### config.mk
export PLATFORM = sky130hd
export DESIGN_NAME = output_port_scheduler_flat
export DESIGN_NICKNAME = d
export VERILOG_FILES = /design/src/rtl/router_pkg.sv /design/src/rtl/output_port_scheduler_if.sv /design/src/rtl/output_port_scheduler_rr_arbiter.sv /design/src/rtl/output_port_scheduler.sv /design/src/flat_wrapper.sv
export SDC_FILE = /design/constraint.sdc
export NUM_CORES = 1
export LEC_CHECK = 0
export ABC_AREA = 1
export CELL_PAD_IN_SITES_DETAIL_PLACEMENT = 0
export CELL_PAD_IN_SITES_GLOBAL_PLACEMENT = 2
export CORE_ASPECT_RATIO = 1.4
export CORE_MARGIN = 3
export CORE_UTILIZATION = 15
export CTS_CLUSTER_DIAMETER = 30
export CTS_CLUSTER_SIZE = 16
export DETAILED_ROUTE_END_ITERATION = 10
export PLACE_DENSITY_LB_ADDON = 0.1
export SYNTH_ARGS = -nofsm -noshare
export SYNTH_HDL_FRONTEND = slang
export SYNTH_SLANG_ARGS = --single-unit
### constraint.sdc
create_clock -name clk -period 3.5 [get_ports clk]
set_clock_uncertainty 0.05 [all_clocks]
set_input_delay 0.875 -clock clk [delete_from_list [all_inputs] [get_ports clk]]
set_output_delay 0.875 -clock clk [all_outputs]
set_load 0.1 [all_outputs]
### src/rtl/router_pkg.sv
// Shared router definitions: flit geometry, route direction codes and the
// scheduler lock-state encoding used by every output port scheduler.
package router_pkg;

  localparam int FLIT_SIZE = 82;
  localparam int ROUTE_LEN = 3;
  localparam int PORT_NUM  = 6;

  localparam logic [ROUTE_LEN-1:0] DIR_INJECT = 3'd0;
  localparam logic [ROUTE_LEN-1:0] DIR_XPOS   = 3'd1;
  localparam logic [ROUTE_LEN-1:0] DIR_XNEG   = 3'd2;
  localparam logic [ROUTE_LEN-1:0] DIR_YPOS   = 3'd3;
  localparam logic [ROUTE_LEN-1:0] DIR_YNEG   = 3'd4;
  localparam logic [ROUTE_LEN-1:0] DIR_ZPOS   = 3'd5;
  localparam logic [ROUTE_LEN-1:0] DIR_ZNEG   = 3'd6;
  localparam logic [ROUTE_LEN-1:0] DIR_EJECT  = 3'd7;

  typedef enum logic {
    IDLE   = 1'b0,
    LOCKED = 1'b1
  } sched_state_t;

endpackage

### src/rtl/output_port_scheduler_if.sv
// Bundle of input-queue heads, pop strobes, output link and credit signals
// connecting one output port scheduler to its switch.
interface output_port_scheduler_if #(
  parameter int PORT_NUM  = router_pkg::PORT_NUM,
  parameter int FLIT_SIZE = router_pkg::FLIT_SIZE,
  parameter int ROUTE_LEN = router_pkg::ROUTE_LEN,
  parameter int CREDITS   = 5
);
  localparam int CNT_W = $clog2(CREDITS + 1);

  logic [PORT_NUM*FLIT_SIZE-1:0] in;
  logic [PORT_NUM*ROUTE_LEN-1:0] route_in;
  logic [PORT_NUM-1:0]           in_valid;
  logic [PORT_NUM-1:0]           in_pop;
  logic [FLIT_SIZE-1:0]          out;
  logic                          out_valid;
  logic                          credit_in;
  logic [CNT_W-1:0]              credit_cnt;
  logic                          credit_err;

  modport master (
    output in, route_in, in_valid, credit_in,
    input  in_pop, out, out_valid, credit_cnt, credit_err
  );

  modport slave (
    input  in, route_in, in_valid, credit_in,
    output in_pop, out, out_valid, credit_cnt, credit_err
  );

endinterface

### src/rtl/output_port_scheduler_rr_arbiter.sv
// Combinational round-robin arbiter: the first requester found scanning
// upward from rr_ptr (wrapping) wins; grant is one-hot plus encoded index.
module rr_arbiter #(
  parameter int PORT_NUM = router_pkg::PORT_NUM,
  localparam int IDX_W   = $clog2(PORT_NUM)
) (
  input  logic [PORT_NUM-1:0] req,
  input  logic [IDX_W-1:0]    rr_ptr,
  output logic [PORT_NUM-1:0] gnt,
  output logic [IDX_W-1:0]    gnt_idx
);

  logic             found;
  logic [IDX_W:0]   cand;

  // NOTE: every signal driven here gets a default first, so no path leaves it unassigned and no latch is inferred.
  always_comb begin
    gnt     = '0;
    gnt_idx = '0;
    found   = 1'b0;
    cand    = '0;
    for (int off = 0; off < PORT_NUM; off++) begin
      cand = {1'b0, rr_ptr} + (IDX_W+1)'(off);
      if (cand >= (IDX_W+1)'(PORT_NUM)) cand = cand - (IDX_W+1)'(PORT_NUM);
      if (!found && req[cand[IDX_W-1:0]]) begin
        found                  = 1'b1;
        gnt[cand[IDX_W-1:0]]   = 1'b1;
        gnt_idx                = cand[IDX_W-1:0];
      end
    end
  end

endmodule

### src/rtl/output_port_scheduler.sv
// Schedules one output direction among all input ports with round-robin
// priority and downstream credit flow control. Define PKT_LOCK_EN for wormhole packet locking.
module output_port_scheduler #(
  parameter int PORT_NUM  = router_pkg::PORT_NUM,
  parameter int FLIT_SIZE = router_pkg::FLIT_SIZE,
  parameter int ROUTE_LEN = router_pkg::ROUTE_LEN,
  parameter int MY_DIR    = int'(router_pkg::DIR_XPOS),
  parameter int CREDITS   = 5,
  parameter int TAIL_BIT  = 0
) (
  input  logic                    clk,
  input  logic                    rst,
  output_port_scheduler_if.slave  bus
);
  import router_pkg::*;

  localparam int IDX_W = $clog2(PORT_NUM);
  localparam int CNT_W = $clog2(CREDITS + 1);

  logic [PORT_NUM-1:0]  req, req_m, gnt;
  logic [IDX_W-1:0]     gnt_idx, next_ptr;
  logic                 grant;
  logic [FLIT_SIZE-1:0] sel_flit;

  logic [IDX_W-1:0]     rr_ptr_q, rr_ptr_d;
  logic [CNT_W-1:0]     credit_cnt_q, credit_cnt_d;
  logic                 credit_err_q, credit_err_d;
  logic [FLIT_SIZE-1:0] out_q, out_d;
  logic                 out_valid_q, out_valid_d;

  always_comb begin
    req = '0;
    for (int i = 0; i < PORT_NUM; i++)
      req[i] = bus.in_valid[i] && (bus.route_in[i*ROUTE_LEN +: ROUTE_LEN] == ROUTE_LEN'(MY_DIR));
  end

`ifdef PKT_LOCK_EN
  sched_state_t     state_q, state_d;
  logic [IDX_W-1:0] lock_port_q, lock_port_d;
  logic             tail;

  // While a packet is in flight only its owner may keep requesting.
  assign req_m = (state_q == LOCKED) ? (req & (PORT_NUM'(1) << lock_port_q)) : req;
  assign tail  = sel_flit[TAIL_BIT];
`else
  assign req_m = req;
`endif

  rr_arbiter #(.PORT_NUM(PORT_NUM)) u_arb (
    .req     (req_m),
    .rr_ptr  (rr_ptr_q),
    .gnt     (gnt),
    .gnt_idx (gnt_idx)
  );

  // A credit returning this cycle is not usable until the counter has absorbed it.
  assign grant    = (|gnt) && (credit_cnt_q != '0) && !rst;
  assign sel_flit = bus.in[gnt_idx*FLIT_SIZE +: FLIT_SIZE];
  assign next_ptr = (gnt_idx == IDX_W'(PORT_NUM-1)) ? '0 : gnt_idx + IDX_W'(1);

  always_comb begin
    rr_ptr_d    = rr_ptr_q;
    out_d       = out_q;
    out_valid_d = grant;
    if (grant) out_d = sel_flit;
`ifdef PKT_LOCK_EN
    state_d     = state_q;
    lock_port_d = lock_port_q;
    if (grant && tail) rr_ptr_d = next_ptr;
    case (state_q)
      IDLE: begin
        if (grant && !tail) begin
          state_d     = LOCKED;
          lock_port_d = gnt_idx;
        end
      end
      LOCKED: begin
        if (grant && tail) state_d = IDLE;
      end
      default: state_d = IDLE;
    endcase
`else
    if (grant) rr_ptr_d = next_ptr;
`endif
  end

  always_comb begin
    credit_cnt_d = credit_cnt_q;
    credit_err_d = credit_err_q;
    if (bus.credit_in && (credit_cnt_q == CNT_W'(CREDITS))) credit_err_d = 1'b1;
    case ({grant, bus.credit_in})
      2'b10:   credit_cnt_d = credit_cnt_q - CNT_W'(1);
      2'b01:   if (credit_cnt_q != CNT_W'(CREDITS)) credit_cnt_d = credit_cnt_q + CNT_W'(1);
      default: credit_cnt_d = credit_cnt_q;
    endcase
  end

  // NOTE: state registers use non-blocking assignments so every flop samples its pre-edge inputs.
  always_ff @(posedge clk or posedge rst) begin
    if (rst) begin
      rr_ptr_q     <= '0;
      credit_cnt_q <= CNT_W'(CREDITS);
      credit_err_q <= 1'b0;
      out_q        <= '0;
      out_valid_q  <= 1'b0;
    end else begin
      rr_ptr_q     <= rr_ptr_d;
      credit_cnt_q <= credit_cnt_d;
      credit_err_q <= credit_err_d;
      out_q        <= out_d;
      out_valid_q  <= out_valid_d;
    end
  end

`ifdef PKT_LOCK_EN
  always_ff @(posedge clk or posedge rst) begin
    if (rst) begin
      state_q     <= IDLE;
      lock_port_q <= '0;
    end else begin
      state_q     <= state_d;
      lock_port_q <= lock_port_d;
    end
  end
`endif

  assign bus.in_pop     = grant ? gnt : '0;
  assign bus.out        = out_q;
  assign bus.out_valid  = out_valid_q;
  assign bus.credit_cnt = credit_cnt_q;
  assign bus.credit_err = credit_err_q;

endmodule

### src/flat_wrapper.sv
// flat-port wrapper written by rule: the top's interface ports become plain ports
module output_port_scheduler_flat import router_pkg::*;
#(
  parameter int PORT_NUM  = router_pkg::PORT_NUM,
  parameter int FLIT_SIZE = router_pkg::FLIT_SIZE,
  parameter int ROUTE_LEN = router_pkg::ROUTE_LEN,
  parameter int MY_DIR    = int'(router_pkg::DIR_XPOS),
  parameter int CREDITS   = 5,
  parameter int TAIL_BIT  = 0
)
  (clk, rst, bus_in, bus_route_in, bus_in_valid, bus_credit_in, bus_in_pop, bus_out, bus_out_valid, bus_credit_cnt, bus_credit_err);
  output_port_scheduler_if #(.PORT_NUM(PORT_NUM), .FLIT_SIZE(FLIT_SIZE), .ROUTE_LEN(ROUTE_LEN), .CREDITS(CREDITS)) bus_i ();
  input  logic clk;
  input  logic rst;
  input wire logic [$bits(bus_i.in)-1:0] bus_in;
  input wire logic [$bits(bus_i.route_in)-1:0] bus_route_in;
  input wire logic [$bits(bus_i.in_valid)-1:0] bus_in_valid;
  input wire logic [$bits(bus_i.credit_in)-1:0] bus_credit_in;
  output wire logic [$bits(bus_i.in_pop)-1:0] bus_in_pop;
  output wire logic [$bits(bus_i.out)-1:0] bus_out;
  output wire logic [$bits(bus_i.out_valid)-1:0] bus_out_valid;
  output wire logic [$bits(bus_i.credit_cnt)-1:0] bus_credit_cnt;
  output wire logic [$bits(bus_i.credit_err)-1:0] bus_credit_err;
  assign bus_i.in = bus_in;
  assign bus_i.route_in = bus_route_in;
  assign bus_i.in_valid = bus_in_valid;
  assign bus_i.credit_in = bus_credit_in;
  assign bus_in_pop = bus_i.in_pop;
  assign bus_out = bus_i.out;
  assign bus_out_valid = bus_i.out_valid;
  assign bus_credit_cnt = bus_i.credit_cnt;
  assign bus_credit_err = bus_i.credit_err;
  output_port_scheduler #(.PORT_NUM(PORT_NUM), .FLIT_SIZE(FLIT_SIZE), .ROUTE_LEN(ROUTE_LEN), .MY_DIR(MY_DIR), .CREDITS(CREDITS), .TAIL_BIT(TAIL_BIT)) u_core (.clk(clk), .rst(rst), .bus(bus_i));
endmodule
==> results.sh, run 1 <==
export IMPL_floorplan_core_area_um2=59800
export IMPL_syn_to_final_growth_pct=99.6
export IMPL_worstReg2RegStart="u_core.rr_ptr_q[1]"
export IMPL_sequential_cell_area_um2=2260
export IMPL_syn_nets=2005
export IMPL_grt_max_degree=53
export IMPL_worst_r2r_path_depth=32
export IMPL_fin_setup_tns_ns=-47.68
export IMPL_worst_slew_pin_slew_ns=0.556
export IMPL_seq_total_area_yosys=0.249
export IMPL_i_o_pins=612
export IMPL_grt_pass1_vias=13400
export IMPL_rsz0062_at_grt="true"
export IMPL_number_of_antenna_violations_at_the_first_check_in_global_routing=16
export IMPL_minimum_clock_period_ns=4.18
export IMPL_timing_critical_path_mode_cell="nand2_1"
export IMPL_slew_headroom=0.629
export IMPL_slew_viol_final=0
export IMPL_routed_wl_um=64800
export IMPL_reg2reg_setup_slack_ns=-0.52
export IMPL_layout_drive_gt1_share=0.177
export IMPL_timing_hold_worst_start="u_core.bus.credit_err"
export IMPL_achievable_frequency_mhz=239
export IMPL_worst_setup_hold_path_clk_slew_ns=0.07
export IMPL_synth_edf_count=0
export IMPL_dr_total_vias=12500
export IMPL_worst_setup_start_kind="input pin"
export IMPL_post_route_drc_count=0
export IMPL_routedWlPerCell_um=21.7
export IMPL_maxCapViolCount=0
export IMPL_area_taken_by_multi_input_logic_gates_um2=6400
export IMPL_dr_first_iter_drc_count=464
export IMPL_violations="setup timing"
export IMPL_post_synthesis_cells=1477
export IMPL_initial_core_util=0.152
export IMPL_die_w_um=214
export IMPL_layout_net_count=2681
export IMPL_grt_util_all_layers=0.200
export IMPL_gr_total_overflow=0
export IMPL_wire_length_of_the_first_global_routing_pass_um=92100
export IMPL_ys_types=33
export IMPL_final_critical_path_setup_slack_ns=-0.676
export IMPL_critical_path_endpoint_type="output port"
export IMPL_design_die_area_um2=63500
export IMPL_tritoncts="built"
export IMPL_cts_sink_count=90
export IMPL_largest_cells_by_area_after_synthesis="dfrtp_1 24%, nand2_1 22%, nor2_1 8.2%, nand3_1 6.7%, nand3b_1 6.1%"
export IMPL_critPathMaxStageDelay_ns=0.41
export IMPL_floorplan_rows=106
export IMPL_htree_levels=3
export IMPL_place_detailed_hpwl_um=48600
export IMPL_crit_path_cell_trace="clkdlybuf4s50_1 -> nand4_1 -> nand2_2 -> nand2_1 -> nand2_1 -> nand2_1 -> nand2_2 -> inv_2 -> nand3_4 -> nor2_4 -> nand2_4 -> nor2_2 -> nand2_1 -> nand2_1 -> nor2_2 -> nand4_1 -> nand2_4 -> buf_12 -> nor2_4 -> buf_12"
export IMPL_cp_data_arrival_time_ns=3.25
export IMPL_worst_skew_pair_late_latency_ns=0.38
export IMPL_cts_made_buffers=9
export IMPL_final_core_util=0.303
export IMPL_fillers=6636
export IMPL_ys_seq_elements=90
export IMPL_area_share_of_the_leading_cell_type_in_the_synthesized_netlist=0.243
export IMPL_finalCritPeriodShare=1.19
export IMPL_clk_path_buf_depth=2
export IMPL_height_of_the_die_um=297
export IMPL_firstDrtPassIters=5
export IMPL_synth_flop_cell="dfrtp_1"
export IMPL_clock_tree_root_cell="clkbuf_16"
export IMPL_status="finished, violations left"
export IMPL_synthesis_area_per_instance_um2=6.14
export IMPL_synth_largest_area_cell="dfrtp_1"
export IMPL_finalHoldViolations=0
export IMPL_timing_critical_path_buf_inv=4
export IMPL_worst_path_dominant_cell_family="simple AND/OR/NAND/NOR gates"
export IMPL_crit_path_top_delay_cell="clkdlybuf4s50_1"
export IMPL_netlist_area_um2=9070
export IMPL_holdBufCountCts=0
export IMPL_ys_warn_count=0
export IMPL_timing_hold_worst_class="flop to flop"
export IMPL_min_to="u_core.bus.credit_err"
export IMPL_numPortBuffers=611
export IMPL_crit_type="input pin to output port"
export IMPL_gpl_final_weighted_congestion=0.791
export IMPL_critical_path_max_fanout=5
export IMPL_avgViaCountPerCell=4.19
export IMPL_launch_point_of_the_critical_path="bus_route_in[15]"
export IMPL_synth_async_sr_flop_share=1.00
export IMPL_setup_violations=95
export IMPL_crit_required_ns=2.57
export IMPL_whs_ns=0.420
export IMPL_holdPathStages=2
export IMPL_antenna_left=0
export IMPL_reg2reg_to="u_core.bus.credit_cnt[2]"
worst max path at each step:
stage               slack, ns                 end  cells past startpoint
global route            -0.90       bus_in_pop[5]                     19
floorplan               -0.46       bus_in_pop[0]                     23
global placement        -0.87  u_core.bus.out[21]                     23
detailed placement      -0.85  u_core.bus.out[21]                     23
finish                  -0.68       bus_in_pop[2]                     20
CTS                     -0.61       bus_in_pop[4]                     20
sequential cells by signal (all words and copies together), names as in the netlist:
signal and flops:
u_core.rr_ptr_q 3, u_core.bus.credit_err 1, u_core.bus.out 82, u_core.bus.out_valid 1, u_core.bus.credit_cnt 3
synthesized netlist by cell type (2+ instances only):
master,n
o211ai_1,73
nor2_2,2
dfrtp_1,88
o21ai_1,14
nand4_1,10
buf_1,3
inv_1,40
nor3_1,3
nand3_2,2
inv_2,10
clkbuf_1,38
ha_1,8
or2_1,63
nand3_1,122
nor2_1,198
o31ai_1,73
buf_4,10
nand3b_1,74
dfstp_2,2
nand3_4,3
a31oi_1,2
nand2_1,525
or2_0,10
buf_2,50
buf_6,9
a21oi_1,33
nand2_2,6
logic make-up (layout without fill, tap and decap cells):
| family | after synthesis | in the layout | share of synthesized area |
|---|---|---|---|
| AO/OA/AOI/OAI | 197 | 197 | 0.150 |
| adder cells (fa/ha/maj) | 9 | 9 | 0.0132 |
| flip-flops | 90 | 90 | 0.249 |
| AND/OR/NAND/NOR | 1020 | 1020 | 0.503 |
| buffers and inverters | 161 | 842 | 0.0851 |
| other | 0 | 13 | 0 |
routing by layer:
metal  part of all wire  GRT usage  up-vias
li1                   -          -     6249
met1               0.38      0.217     5796
met2               0.54      0.377      395
met3              0.064     0.0473       55
met4              0.022     0.0597        6
met5            0.00056          0        -
cells in the final DEF, fill, tap and decap left out, types with 31 or more instances in the layout:
cell,count
nand3_1,113
nand2_1,496
buf_4,196
nor2_1,179
nand3b_1,74
a21oi_1,31
or2_1,63
o31ai_1,72
dfrtp_1,86
buf_12,33
clkdlybuf4s50_1,498
o211ai_1,73
area by class of cell:
class	count	area share
multi-input combinational	1226	0.354
timing repair buffer	774	0.434
inverter	51	0.0131
sequential	90	0.125
clock buffer	10	0.0132
timing repair inverter	1	0.00166
antenna	13	0.00180
clock inverter	6	0.00221
tap	810	0.0560
tightest hold or removal path: cells and delay by family, from the launching register on:
family,cells,cell delay [ns]
buffers and inverters,1,0.04
flip-flops,1,0.35
AND/OR/NAND/NOR,1,0.05
repair_timing:
item	in CTS	in global routing
gates cloned	13	0
endpoints found under the setup margin	93	95
setup buffers	25	6
gates resized for setup	111	23
pin swaps	46	10
per-stage QoR:
step	instance area, um2	setup WS [ns]	cells
floorplan	9190	-0.460	1477
global placement	16800	-0.867	2910
detailed placement	16800	-0.850	2910
CTS	18000	-0.612	2963
global route	18100	-0.904	2979
finish	18100	-0.676	2981
Power of run 1 is left out: the tool's default activity adds up to more than one toggle a clock period on the data nets, which glitch-free logic cannot reach.
==> inputs of run 2 (changes only) <==
- CAP_MARGIN: default -> 5
==> results of run 2 <==
No change in the layout: final DEF, timing and power equal those of run 1.
Power of run 2 is left out for the same reason.
==> inputs of run 3 (changes only) <==
- SYNTH_HIERARCHICAL: default -> 1
==> results.sh, run 3 <==
export IMPL_cts_made_buffers=9
export IMPL_worst_setup_start_kind="input pin"
export IMPL_achievable_frequency_mhz=243
export IMPL_synth_async_sr_flop_share=1.00
export IMPL_layout_drive_gt1_share=0.239
export IMPL_synth_edf_count=0
export IMPL_critical_path_max_fanout=8
export IMPL_place_detailed_hpwl_um=48200
export IMPL_status="finished, violations left"
export IMPL_routedWlPerCell_um=21.1
export IMPL_largest_cells_by_area_after_synthesis="nor2_1 25%, dfrtp_1 25%, o21ai_0 9.6%, nand2_1 7.8%, a21oi_1 4.8%"
export IMPL_cp_data_arrival_time_ns=3.19
export IMPL_dr_first_iter_drc_count=542
export IMPL_final_critical_path_setup_slack_ns=-0.617
export IMPL_timing_hold_worst_class="flop to flop"
export IMPL_synth_largest_area_cell="nor2_1"
export IMPL_syn_to_final_growth_pct=111
export IMPL_worst_skew_pair_late_latency_ns=0.37
export IMPL_firstDrtPassIters=5
export IMPL_flip_flop_count_of_the_largest_register_all_copies_and_words_added=82
export IMPL_synth_cells_most_frequent="596 x nor2_1, 186 x nand2_1, 171 x o21ai_0"
export IMPL_ys_seq_elements=90
export IMPL_whs_ns=0.442
export IMPL_crit_required_ns=2.57
export IMPL_mostFrequentLayoutCells="574 x nor2_1, 494 x clkdlybuf4s50_1, 216 x buf_4"
export IMPL_finalHoldViolations=0
export IMPL_finalCritPeriodShare=1.18
export IMPL_synthesis_area_per_instance_um2=5.76
export IMPL_numPortBuffers=611
export IMPL_avgViaCountPerCell=4.35
export IMPL_violations="setup timing"
export IMPL_grt_util_all_layers=0.193
export IMPL_worst_setup_hold_path_clk_slew_ns=0.06
export IMPL_most_common_cell_after_layout_fill_and_taps_aside="nor2_1"
export IMPL_area_share_of_the_leading_cell_type_in_the_synthesized_netlist=0.251
export IMPL_gr_total_overflow=0
export IMPL_cell_with_the_most_instances_after_synthesis="nor2_1"
export IMPL_critical_path_endpoint_type="output port"
export IMPL_netlist_area_um2=8910
export IMPL_final_core_util=0.321
export IMPL_die_w_um=212
export IMPL_ys_types=36
export IMPL_rsz0062_at_grt="true"
export IMPL_post_synthesis_cells=1549
export IMPL_antenna_left=0
export IMPL_slew_viol_final=0
export IMPL_minimum_clock_period_ns=4.12
export IMPL_wire_length_of_the_first_global_routing_pass_um=89600
export IMPL_slew_headroom=0.604
export IMPL_ys_warn_count=6
export IMPL_worst_slew_pin_slew_ns=0.595
export IMPL_floorplan_rows=105
export IMPL_post_route_drc_count=0
export IMPL_setup_violations=91
export IMPL_number_of_antenna_violations_at_the_first_check_in_global_routing=14
export IMPL_height_of_the_die_um=294
export IMPL_design_die_area_um2=62400
export IMPL_routed_wl_um=63800
export IMPL_crit_type="input pin to output port"
export IMPL_holdBufCountCts=0
export IMPL_clk_path_buf_depth=2
export IMPL_syn_nets=2076
export IMPL_floorplan_core_area_um2=58700
export IMPL_maxCapViolCount=0
export IMPL_dr_total_vias=13200
export IMPL_gpl_final_weighted_congestion=0.845
export IMPL_initial_core_util=0.152
export IMPL_htree_levels=3
export IMPL_grt_max_degree=45
export IMPL_clock_tree_root_cell="clkbuf_16"
export IMPL_cts_sink_count=90
export IMPL_grt_pass1_vias=13700
export IMPL_synth_flop_cell="dfrtp_1"
export IMPL_seq_total_area_yosys=0.253
export IMPL_layout_net_count=2790
export IMPL_i_o_pins=612
export IMPL_tritoncts="built"
==> run 3: changes by cell type after synthesis, sizes merged, moves of 3 or more <==
cell and delta:
nand4 +7, o211ai -73, nand3b -71, o31ai -72, clkbuf -6, nand3 -89, inv -3, nand2 -333
or2 -72, nor2 +400, o21ai +238, a21oi +53, buf +10, nor3 +85
==> run 3: kinds of logic after synthesis <==
group,count (synthesis),synth area share
fa+ha+maj,8,0.0121
flops,90,0.253
compound gates,342,0.194
buf+inv,161,0.100
simple gates,948,0.441
==> run 3: stage by stage <==
step	instance area [um2]	setup TNS (ns)	setup slack [ns]	cells
6_report	18800	-23.87	-0.617	3025
3_5_place_dp	16700	-77.17	-1.03	2940
3_3_place_gp	16700	-74.35	-1.02	2940
4_1_cts	18000	-31.24	-0.642	3001
5_1_grt	18800	-41.61	-0.793	3022
2_1_floorplan	9040	-3.13	-0.540	1549
==> run 3: worst paths after layout <==
kind                                            start                     to  slack (ns)  cells past startpoint
worst max register to register     u_core/rr_ptr_q[2]     u_core/bus.out[28]       -0.33                     29
worst max-delay path                  bus_route_in[3]          bus_in_pop[0]       -0.62                     22
worst min register to register  u_core/bus.credit_err  u_core/bus.credit_err        0.44                      2
min in group asynchronous                         rst   u_core/bus.out_valid        0.95                      2
worst min-delay path            u_core/bus.credit_err  u_core/bus.credit_err        0.44                      2
max in group asynchronous                         rst     u_core/rr_ptr_q[0]        1.71                      3
==> run 3: per-layer routing <==
metal	vias to the layer above	share of wire	track usage
met3	58	0.078	0.0572
met5	-	0.00093	0
met4	10	0.016	0.0414
met2	451	0.52	0.360
met1	6177	0.38	0.215
li1	6473	-	-
==> run 3: critical path, stage by stage <==
cell	delay (ns)
dlygate4sd2_1	0.23
nand2_1	0.07
nor3_2	0.04
buf_4	0.13
nand2_2	0.05
o21ai_2	0.07
nand3_2	0.10
inv_2	0.05
nor2_4	0.15
inv_1	0.09
nor2_4	0.17
nand3_2	0.09
nand2_1	0.09
inv_1	0.05
nand2_2	0.07
nor2_1	0.04
nor2_1	0.14
nor2_2	0.07
nand3_4	0.11
nand2_8	0.12
nor2_4	0.19
buf_12	0.19
==> run 3: what timing repair did <==
item,CTS,global route
endpoints found under the setup margin,93,93
pin swaps,84,103
resized for setup,141,181
setup buffers,41,13
cloned,7,3
==> run 3: final cells by class <==
type | instances | area, um2
fillers | 6534 | 39900
repair buffers | 816 | 8310
multi-input cells | 1299 | 6810
flip-flops and latches | 90 | 2260
well taps | 749 | 937
clock buffers | 11 | 233
inverters | 47 | 219
clock inverters | 5 | 62.6
diodes | 8 | 20.0
Power of run 3 is left out for the same reason.
